--- src/rtl/clk_run_ctrl.sv ---
// clk_run_ctrl: run controller between the board clock and the CPU core.
// Generates the CPU clock enable, counts executed cycles and ends a run
// on a cycle budget, a CPU halt or a host STOP command.
module clk_run_ctrl #(
  parameter int unsigned CNT_W         = 22,
  parameter int unsigned DEFAULT_LIMIT = 500
) (
  input  logic             inclk,
  input  logic             rst,
  input  logic             cmd_valid,
  output logic             cmd_ready,
  input  logic [1:0]       cmd_op,
  input  logic [CNT_W-1:0] cmd_arg,
  input  logic             cpu_halt,
  output logic             cpu_ce,
  output logic             running,
  output logic             done,
  output logic [1:0]       done_cause,
  output logic [CNT_W-1:0] cycle_count
);

  typedef enum logic [1:0] {
    ST_IDLE    = 2'd0,
    ST_RUN     = 2'd1,
    ST_RUN_LIM = 2'd2,
    ST_STEP    = 2'd3
  } state_e;

  localparam logic [1:0] OP_RUN   = 2'd0;
  localparam logic [1:0] OP_RUN_N = 2'd1;
  localparam logic [1:0] OP_STEP  = 2'd2;
  localparam logic [1:0] OP_STOP  = 2'd3;

  localparam logic [1:0] CAUSE_LIMIT = 2'd0;
  localparam logic [1:0] CAUSE_HALT  = 2'd1;
  localparam logic [1:0] CAUSE_STOP  = 2'd2;
  localparam logic [1:0] CAUSE_STEP  = 2'd3;

  localparam logic [CNT_W-1:0] ZERO    = {CNT_W{1'b0}};
  localparam logic [CNT_W-1:0] ONE     = {{(CNT_W-1){1'b0}}, 1'b1};
  localparam logic [CNT_W-1:0] DEF_LIM = CNT_W'(DEFAULT_LIMIT);

  state_e           state_q, state_d;
  logic             cpu_ce_q, cpu_ce_d;
  logic             running_q, running_d;
  logic             done_q, done_d;
  logic [1:0]       cause_q, cause_d;
  logic [CNT_W-1:0] count_q, count_d;
  logic [CNT_W-1:0] remaining_q, remaining_d;
  logic             ready_q, ready_d;

  logic accept_s;
  logic halt_end_s;
  logic stop_end_s;
  logic limit_end_s;
  logic step_end_s;

  // ready is registered from the next state, but forced low while reset is held
  assign cmd_ready   = ready_q & ~rst;
  assign accept_s    = cmd_valid & cmd_ready;
  assign cpu_ce      = cpu_ce_q;
  assign running     = running_q;
  assign done        = done_q;
  assign done_cause  = cause_q;
  assign cycle_count = count_q;

  // Next-state, budget, counter and end-of-run resolution
  always_comb begin
    state_d     = state_q;
    remaining_d = remaining_q;
    count_d     = count_q;
    cause_d     = cause_q;
    done_d      = 1'b0;

    // cpu_halt only matters in cycles the CPU actually executes
    halt_end_s  = cpu_ce_q & cpu_halt;
    stop_end_s  = accept_s & (cmd_op == OP_STOP) &
                  ((state_q == ST_RUN) | (state_q == ST_RUN_LIM));
    limit_end_s = (state_q == ST_RUN_LIM) & (remaining_q == ONE);
    step_end_s  = (state_q == ST_STEP);

    // executed cycles are counted; the counter wraps naturally
    if (cpu_ce_q) begin
      count_d = count_q + ONE;
    end else begin
      count_d = count_q;
    end

    case (state_q)
      ST_IDLE: begin
        if (accept_s) begin
          case (cmd_op)
            OP_RUN: begin
              state_d = ST_RUN;
              count_d = ZERO;
            end
            OP_RUN_N: begin
              state_d = ST_RUN_LIM;
              count_d = ZERO;
              if (cmd_arg == ZERO) begin
                remaining_d = DEF_LIM;
              end else begin
                remaining_d = cmd_arg;
              end
            end
            OP_STEP: begin
              // single step keeps accumulating cycle_count
              state_d = ST_STEP;
            end
            default: begin
              // STOP while idle is accepted and dropped
              state_d = ST_IDLE;
            end
          endcase
        end else begin
          state_d = ST_IDLE;
        end
      end
      ST_RUN_LIM: begin
        // cpu_ce is always high in this state, so the budget burns every cycle
        remaining_d = remaining_q - ONE;
      end
      default: begin
        remaining_d = remaining_q;
      end
    endcase

    // one done pulse per run; halt > stop > limit > step
    if (halt_end_s | stop_end_s | limit_end_s | step_end_s) begin
      state_d = ST_IDLE;
      done_d  = 1'b1;
      if (halt_end_s) begin
        cause_d = CAUSE_HALT;
      end else if (stop_end_s) begin
        cause_d = CAUSE_STOP;
      end else if (limit_end_s) begin
        cause_d = CAUSE_LIMIT;
      end else begin
        cause_d = CAUSE_STEP;
      end
    end else begin
      done_d  = 1'b0;
      cause_d = cause_q;
    end

    cpu_ce_d  = (state_d != ST_IDLE);
    running_d = (state_d == ST_RUN) | (state_d == ST_RUN_LIM);
    ready_d   = (state_d != ST_STEP);
  end

  // State and output registers with synchronous reset
  always_ff @(posedge inclk) begin
    if (rst) begin
      state_q     <= ST_IDLE;
      cpu_ce_q    <= 1'b0;
      running_q   <= 1'b0;
      done_q      <= 1'b0;
      cause_q     <= 2'd0;
      count_q     <= ZERO;
      remaining_q <= ZERO;
      ready_q     <= 1'b1;
    end else begin
      state_q     <= state_d;
      cpu_ce_q    <= cpu_ce_d;
      running_q   <= running_d;
      done_q      <= done_d;
      cause_q     <= cause_d;
      count_q     <= count_d;
      remaining_q <= remaining_d;
      ready_q     <= ready_d;
    end
  end

endmodule
--- config.mk ---
export PLATFORM = sky130hd
export DESIGN_NAME = clk_run_ctrl
export DESIGN_NICKNAME = d
export VERILOG_FILES = /design/src/rtl/clk_run_ctrl.sv
export SDC_FILE = /design/constraint.sdc
export NUM_CORES = 1
export LEC_CHECK = 0
export BUFFER_PORTS_ARGS = -buffer_cell sky130_fd_sc_hd__buf_2
export CAP_MARGIN = 20
export CORE_MARGIN = 10
export CORE_UTILIZATION = 60
export CTS_CLUSTER_DIAMETER = 50
export DETAILED_ROUTE_END_ITERATION = 10
export PLACE_DENSITY_LB_ADDON = 0.2
export SLEW_MARGIN = 20
export SYNTH_ARGS = -nofsm -noshare
export SYNTH_HDL_FRONTEND = slang
export SYNTH_SLANG_ARGS = --single-unit
export TNS_END_PERCENT = 10
--- constraint.sdc ---
create_clock -name inclk -period 3.8 [get_ports inclk]
set_input_delay 0.76 -clock inclk [delete_from_list [all_inputs] [get_ports inclk]]
set_output_delay 0.76 -clock inclk [all_outputs]
set_load 0.01 [all_outputs]
==> impl_metrics.ini, run 1 <==
[floorplanning]
core_area_mm2 = 0.00472
i_o_pin_cnt = 56
die_x_um = 90.0
initial_core_util = 0.623
chipHeight_um = 90.0
die_area_mm2 = 0.00811
num_rows = 25

[synthesis]
mappedNetlistNets = 410
syn-cell-area_mm2 = 0.00294
postSynthRegisterBits = 52
syn_area_per_cell_um2 = 7.98
synth_top_flop_cell = sky130_fd_sc_hd__dfxtp_1
postSynth.asyncResetShare = 0
netlist-cell-type-count = 50
part_of_the_yosys_area_used_for_sequential_elements = 0.354
count_of_flip_flops_with_a_built_in_enable_after_synthesis = 0
synth-warning-count = 0
syn-instance-count = 369

[clock_network]
post_cts_hold_buffer_count = 0
resize_count_post_cts = 0
cts_inserted_buffers = 5
ctsRootBufferMaster = sky130_fd_sc_hd__clkbuf_8
clk_path_buf_depth = 2
cts-htree-levels = 2
cts.sinks = 52
clk_latency_ns = 0.31
cts_clock_pin_slew_for_the_worst_setup_and_hold_paths_ns = 0.09
post-cts-setup-buffer-count = 0
cts_tree = done

[layout]
fillers = 381
drive_above_1_share = 0.170
fin_util = 0.704
multi_input_area_mm2 = 0.00177
diodes = 0
register_area_mm2 = 0.00104
num-nets-final = 458
area_growth_syn_to_layout_pct = 13.1

[global_routing]
first_global_vias = 2706
grt_use_total = 0.184
initial_antenna_violation_count = 0
globalRouteMet3Util = 0.0557
global_route.usage.met1 = 0.250
grt.overflow.total = 0
grt_start_max_net_pins = 29
gr-usage-met2 = 0.272
grt_first_pass_wirelength_um = 12900
grt_most_used_layer = met2

[sta]
timing.setup.tns_ns = 0
rsz_0062_raised_after_global_routing = false
timing_max_transition_violations_final = 0
final.setup_skew_ns = 0.00961
maximum_achievable_frequency_ghz = 0.370
count_of_final_hold_check_violations = 0
post-route-period-util = 0.711
layout_min_cycle_time_ns = 2.70
setup_viol = 0
tightestPinTransition_ns = 0.752
relSlewSlack = 0.497

[critical_path]
path_max_fanout = 23
critical_path.startpoint_type = flop
max_stage_delay_ns = 0.49
cp_data_required_time_ns = 3.98
timing.critical_path.cells = inv_1, ha_1, buf_4, or3b_2, nor4_1, nor4b_1, nor4_1, nand2b_1, ha_1, nor2b_1
setup.worst_path.end_class = flop
cpMaxStageDelayCell = sky130_fd_sc_hd__or3b_2
timing_worst_setup_path_type = flop to flop
critical_path_arrival_ns = 2.88

[power]
powerDensity_mw_per_mm2 = 340
cellLeakagePower_nw = 1.37
power_w = 0.00113
largest_vdd_supply_drop_mv = 0.189

[placement]
place.detailed.hpwl_um = 5570
place.port_buffers = 55
placer_congestion_estimate = 0.866

[routing]
drt_drc_violations_left = 0
detailedRoute.firstPassIterationCount = 5
initialDrtViolationCount = 256
routedWlPerCell_um = 15.6
antenna_violating_nets_post_route = 0
viasPerCell = 6.08
routed_wl_um = 7550
route.vias.total = 2944

[outcome]
outcome = complete, no violations

[worst_hold_path]
min-delay-path-class = flop to flop

[flow_run]
max_cap_violations = 0
metrics by stage:
step,worst slack (ns),cell area (um2),instances,hold slack (ns)
2_1_floorplan,1.26,2940,369,0.440
5_1_grt,0.835,3330,484,0.537
4_1_cts,1.07,3330,484,0.485
3_5_place_dp,0.929,3250,477,0.459
6_report,1.10,3330,484,0.486
3_3_place_gp,1.00,3250,477,0.457
logic make-up (layout without fill, tap and decap cells):
logic type,count (synthesis),in the layout,synth area share
flip-flops,52,52,0.354
adder cells (fa/ha/maj),13,13,0.0553
buffers and inverters,34,82,0.0459
AND/OR/NAND/NOR,172,172,0.305
XOR/XNOR,20,20,0.0595
multiplexers,1,1,0.00340
AO/OA/AOI/OAI,77,77,0.177
critical path: cells and delay by family, from the launching register on:
kind | cells | cell delay [ns]
simple gates | 6 | 1.53
buf+inv | 2 | 0.34
flops | 1 | 0.32
fa+ha+maj | 2 | 0.38
state kept, by name (all words and copies together) (netlist names):
name / flops
done_cause: 2
cycle_count: 22
running: 1
ready_q: 1
done: 1
state_q: 2
cpu_ce: 1
remaining_q: 22
routing by layer:
layer	wire length, um	part of all wire	vias up
li1	-	-	1446
met1	3410	0.45	1339
met2	3310	0.44	141
met3	679	0.090	18
met4	148	0.020	0
met5	0	0	-
layout by cell type (no fill, tap or decap), types with 6 or more instances in the layout:
cell type / instances
sky130_fd_sc_hd__nand2_1: 30
sky130_fd_sc_hd__or3_1: 7
sky130_fd_sc_hd__a21oi_1: 16
sky130_fd_sc_hd__nor2_1: 48
sky130_fd_sc_hd__xor2_1: 11
sky130_fd_sc_hd__inv_1: 18
sky130_fd_sc_hd__nor3_1: 12
sky130_fd_sc_hd__dfxtp_1: 52
sky130_fd_sc_hd__xnor2_1: 9
sky130_fd_sc_hd__and3_1: 6
sky130_fd_sc_hd__a31oi_1: 7
sky130_fd_sc_hd__a211oi_1: 6
sky130_fd_sc_hd__nor4_1: 17
sky130_fd_sc_hd__ha_1: 13
sky130_fd_sc_hd__o21ai_0: 14
sky130_fd_sc_hd__a21o_1: 7
sky130_fd_sc_hd__nand4_1: 9
sky130_fd_sc_hd__nand3_1: 12
sky130_fd_sc_hd__nor2b_1: 7
sky130_fd_sc_hd__buf_2: 55
cell usage after synthesis, drive strengths merged (2+ instances only):
| cell type | count | area [um2] |
|---|---|---|
| and3 | 6 | 37.5 |
| o31ai | 2 | 15.0 |
| dfxtp | 52 | 1040 |
| or3 | 7 | 43.8 |
| a32o | 3 | 30.0 |
| nand2b | 3 | 18.8 |
| o211ai | 3 | 22.5 |
| a31oi | 7 | 43.8 |
| a221oi | 2 | 17.5 |
| and4 | 4 | 35.0 |
| a21oi | 16 | 80.1 |
| xor2 | 11 | 96.3 |
| nand2 | 30 | 113 |
| o32ai | 3 | 26.3 |
| o21ai | 14 | 70.1 |
| a31o | 2 | 17.5 |
| nor2b | 7 | 43.8 |
| xnor2 | 9 | 78.8 |
| a211oi | 6 | 45.0 |
| nor4b | 2 | 17.5 |
| nand3 | 12 | 60.1 |
| nand4 | 9 | 56.3 |
| inv | 18 | 67.6 |
| and2 | 2 | 12.5 |
| or3b | 2 | 17.5 |
| clkbuf | 15 | 56.3 |
| nor4 | 17 | 106 |
| nor2 | 48 | 180 |
| a21o | 7 | 52.6 |
| nor3 | 12 | 60.1 |
| ha | 13 | 163 |
| or4 | 8 | 71.3 |
report_power, final:
part,internal [W],switching [W],total [W]
logic,0.0000931,0.000151,0.000244
registers,0.000564,0.0000238,0.000588
clock network,0.000126,0.000174,0.000299
worst paths after layout:
check	endpoint	from	slack, ns	depth (start not counted)
setup / recovery	running	state_q[0]	1.10	10
hold / removal	remaining_q[16]	remaining_q[16]	0.49	1
setup reg to reg	running	state_q[0]	1.10	10
hold reg to reg	remaining_q[16]	remaining_q[16]	0.49	1
cell type report:
cell class / instances / area share
Multi-Input combinational cell: 283 / 0.531
Clock inverter: 1 / 0.00150
Tap cell: 67 / 0.0252
Timing Repair Buffer: 57 / 0.0873
Sequential cell: 52 / 0.313
Inverter: 18 / 0.0203
Clock buffer: 6 / 0.0218
Power figures use the tool's default switching activity.
==> inputs of run 2 (changes only) <==
--- a/config.mk
+++ b/config.mk
@@ -5,10 +5,11 @@
 export SDC_FILE = /design/constraint.sdc
 export NUM_CORES = 1
 export LEC_CHECK = 0
+export ABC_AREA = 1
 export BUFFER_PORTS_ARGS = -buffer_cell sky130_fd_sc_hd__buf_2
 export CAP_MARGIN = 20
 export CORE_MARGIN = 10
-export CORE_UTILIZATION = 60
+export CORE_UTILIZATION = 57
 export CTS_CLUSTER_DIAMETER = 50
 export DETAILED_ROUTE_END_ITERATION = 10
 export PLACE_DENSITY_LB_ADDON = 0.2
==> constraint.sdc (replaced) <==
create_clock -name inclk -period 2.54 [get_ports inclk]
set_input_delay 0.508 -clock inclk [delete_from_list [all_inputs] [get_ports inclk]]
set_output_delay 0.508 -clock inclk [all_outputs]
set_load 0.01 [all_outputs]
==> impl_metrics.ini, run 2 <==
[critical_path]
timing.critical_path.cells = inv_1, ha_1, inv_1, or2_2, nor2_1, nand3_1, nand2_1, nor2_1, nand2_1, ha_1, inv_1, nor2_1
cpLargestDelayFamily = simple AND/OR/NAND/NOR gates
cpMaxStageDelayCell = sky130_fd_sc_hd__dfxtp_1
timing_worst_setup_path_type = flop to flop
worstPathBufferInverterCount = 3
cp_data_required_time_ns = 2.75
setup.worst_path.end_class = flop
critical_path_arrival_ns = 2.07
max_stage_delay_ns = 0.35
critical_path.startpoint_type = flop
path_max_fanout = 3

[power]
largest_vdd_supply_drop_mv = 0.305
powerDensity_mw_per_mm2 = 469
cellLeakagePower_nw = 1.74

[layout]
fin_util = 0.663
area_growth_syn_to_layout_pct = 11.7
drive_above_1_share = 0.167
multi_input_area_mm2 = 0.00192
mostFrequentLayoutCell = sky130_fd_sc_hd__nand2_1
num-nets-final = 603
final_cell_mix = 116 x sky130_fd_sc_hd__nand2_1, 85 x sky130_fd_sc_hd__nor2_1, 57 x sky130_fd_sc_hd__inv_1
diodes = 0
register_area_mm2 = 0.00104
fillers = 524

[sta]
relSlewSlack = 0.647
final.setup_skew_ns = 0.00816
count_of_final_hold_check_violations = 0
rsz_0062_raised_after_global_routing = false
setup_viol = 0
post-route-period-util = 0.732
maximum_achievable_frequency_ghz = 0.538
layout_min_cycle_time_ns = 1.86
timing_max_transition_violations_final = 0
timing.setup.tns_ns = 0
tightestPinTransition_ns = 0.529

[placement]
place.detailed.hpwl_um = 6360
place.port_buffers = 55
placer_congestion_estimate = 0.910

[floorplanning]
num_rows = 27
die_x_um = 96.0
die_area_mm2 = 0.00921
core_area_mm2 = 0.00554
initial_core_util = 0.594
i_o_pin_cnt = 56
chipHeight_um = 96.0

[clock_network]
post-cts-setup-buffer-count = 0
cts_inserted_buffers = 5
post_cts_hold_buffer_count = 0
cts_tree = done
cts_clock_pin_slew_for_the_worst_setup_and_hold_paths_ns = 0.10
cts-htree-levels = 2
resize_count_post_cts = 0
ctsRootBufferMaster = sky130_fd_sc_hd__clkbuf_8
cts.sinks = 52
clk_latency_ns = 0.31
clk_path_buf_depth = 2

[synthesis]
synth_largest_type_area_fraction = 0.316
postSynth.asyncResetShare = 0
synth_top_flop_cell = sky130_fd_sc_hd__dfxtp_1
netlist-cell-type-count = 38
part_of_the_yosys_area_used_for_sequential_elements = 0.316
syn_area_per_cell_um2 = 6.45
count_of_flip_flops_with_a_built_in_enable_after_synthesis = 0
ys_top_cells_by_area = sky130_fd_sc_hd__dfxtp_1 32%, sky130_fd_sc_hd__nand2_1 13%, sky130_fd_sc_hd__nor2_1 9.7%, sky130_fd_sc_hd__inv_1 6.5%, sky130_fd_sc_hd__a21oi_1 6.2%
postSynthRegisterBits = 52
synth_top_area_cell = sky130_fd_sc_hd__dfxtp_1
syn-instance-count = 510
synth-warning-count = 0
mappedNetlistNets = 551
synth_most_common_cell = sky130_fd_sc_hd__nand2_1
syn-cell-area_mm2 = 0.00329
synth_commonest_cells = 116 x sky130_fd_sc_hd__nand2_1, 85 x sky130_fd_sc_hd__nor2_1, 57 x sky130_fd_sc_hd__inv_1

[routing]
routedWlPerCell_um = 13.1
antenna_violating_nets_post_route = 0
route.vias.total = 3345
drt_drc_violations_left = 0
detailedRoute.firstPassIterationCount = 5
viasPerCell = 5.27
routed_wl_um = 8300
initialDrtViolationCount = 209

[global_routing]
grt_use_total = 0.185
first_global_vias = 3192
grt_first_pass_wirelength_um = 14200
grt_start_max_net_pins = 30
initial_antenna_violation_count = 0
grt.overflow.total = 0

[flow_run]
max_cap_violations = 0

[worst_hold_path]
min-delay-path-class = input port to flop

[outcome]
outcome = complete, no violations
-- run 2: kinds of logic after synthesis --
logic type               synth area share
XOR/XNOR                           0.0240
flip-flops                          0.316
buffers and inverters              0.0989
AO/OA/AOI/OAI                       0.129
adder cells (fa/ha/maj)            0.0494
AND/OR/NAND/NOR                     0.382
-- run 2: power breakdown --
part	internal (W)	switching, W	total (W)
Combinational	0.000132	0.000240	0.000372
Sequential	0.000837	0.0000244	0.000862
Clock	0.000196	0.000293	0.000490
Total	0.00117	0.000558	0.00172
-- run 2: stage by stage --
step	hold WS (ns)	setup WS [ns]	power (W)	instances	cell area (um2)
global route	0.471	0.497	0.00183	635	3670
floorplan	0.452	0.843	0.00115	510	3290
global placement	0.453	0.740	0.00124	627	3580
finish	0.462	0.680	0.00172	635	3670
detailed placement	0.469	0.673	0.00125	627	3580
CTS	0.456	0.656	0.00173	635	3670
-- run 2: final cells by class --
cell class                      instances  share of cell area
Sequential cell                        52               0.283
Multi-Input combinational cell        384               0.523
Timing Repair Buffer                   59              0.0831
Inverter                               60              0.0613
Tap cell                               72              0.0245
Clock inverter                          3             0.00579
Clock buffer                            5              0.0187
-- run 2: final timing paths --
check	slack [ns]	cells past startpoint	from	endpoint
min	0.46	3	cmd_arg[0]	remaining_q[0]
max reg2reg	0.68	12	state_q[0]	running
max	0.68	12	state_q[0]	running
min reg2reg	0.48	2	done_cause[1]	done_cause[1]
-- run 2: per-layer routing --
| metal | GRT usage | vias up | wire length, um |
|---|---|---|---|
| li1 | - | 1738 | - |
| met1 | 0.232 | 1506 | 3690 |
| met2 | 0.320 | 90 | 3900 |
| met3 | 0.0397 | 11 | 640 |
| met4 | 0.0356 | 0 | 74 |
| met5 | 0 | - | 0 |
-- run 2: tightest hold or removal path, cell delays in order --
cell                      delay, ns
sky130_fd_sc_hd__buf_2         0.11
sky130_fd_sc_hd__nand2_1       0.05
sky130_fd_sc_hd__a21oi_1       0.06
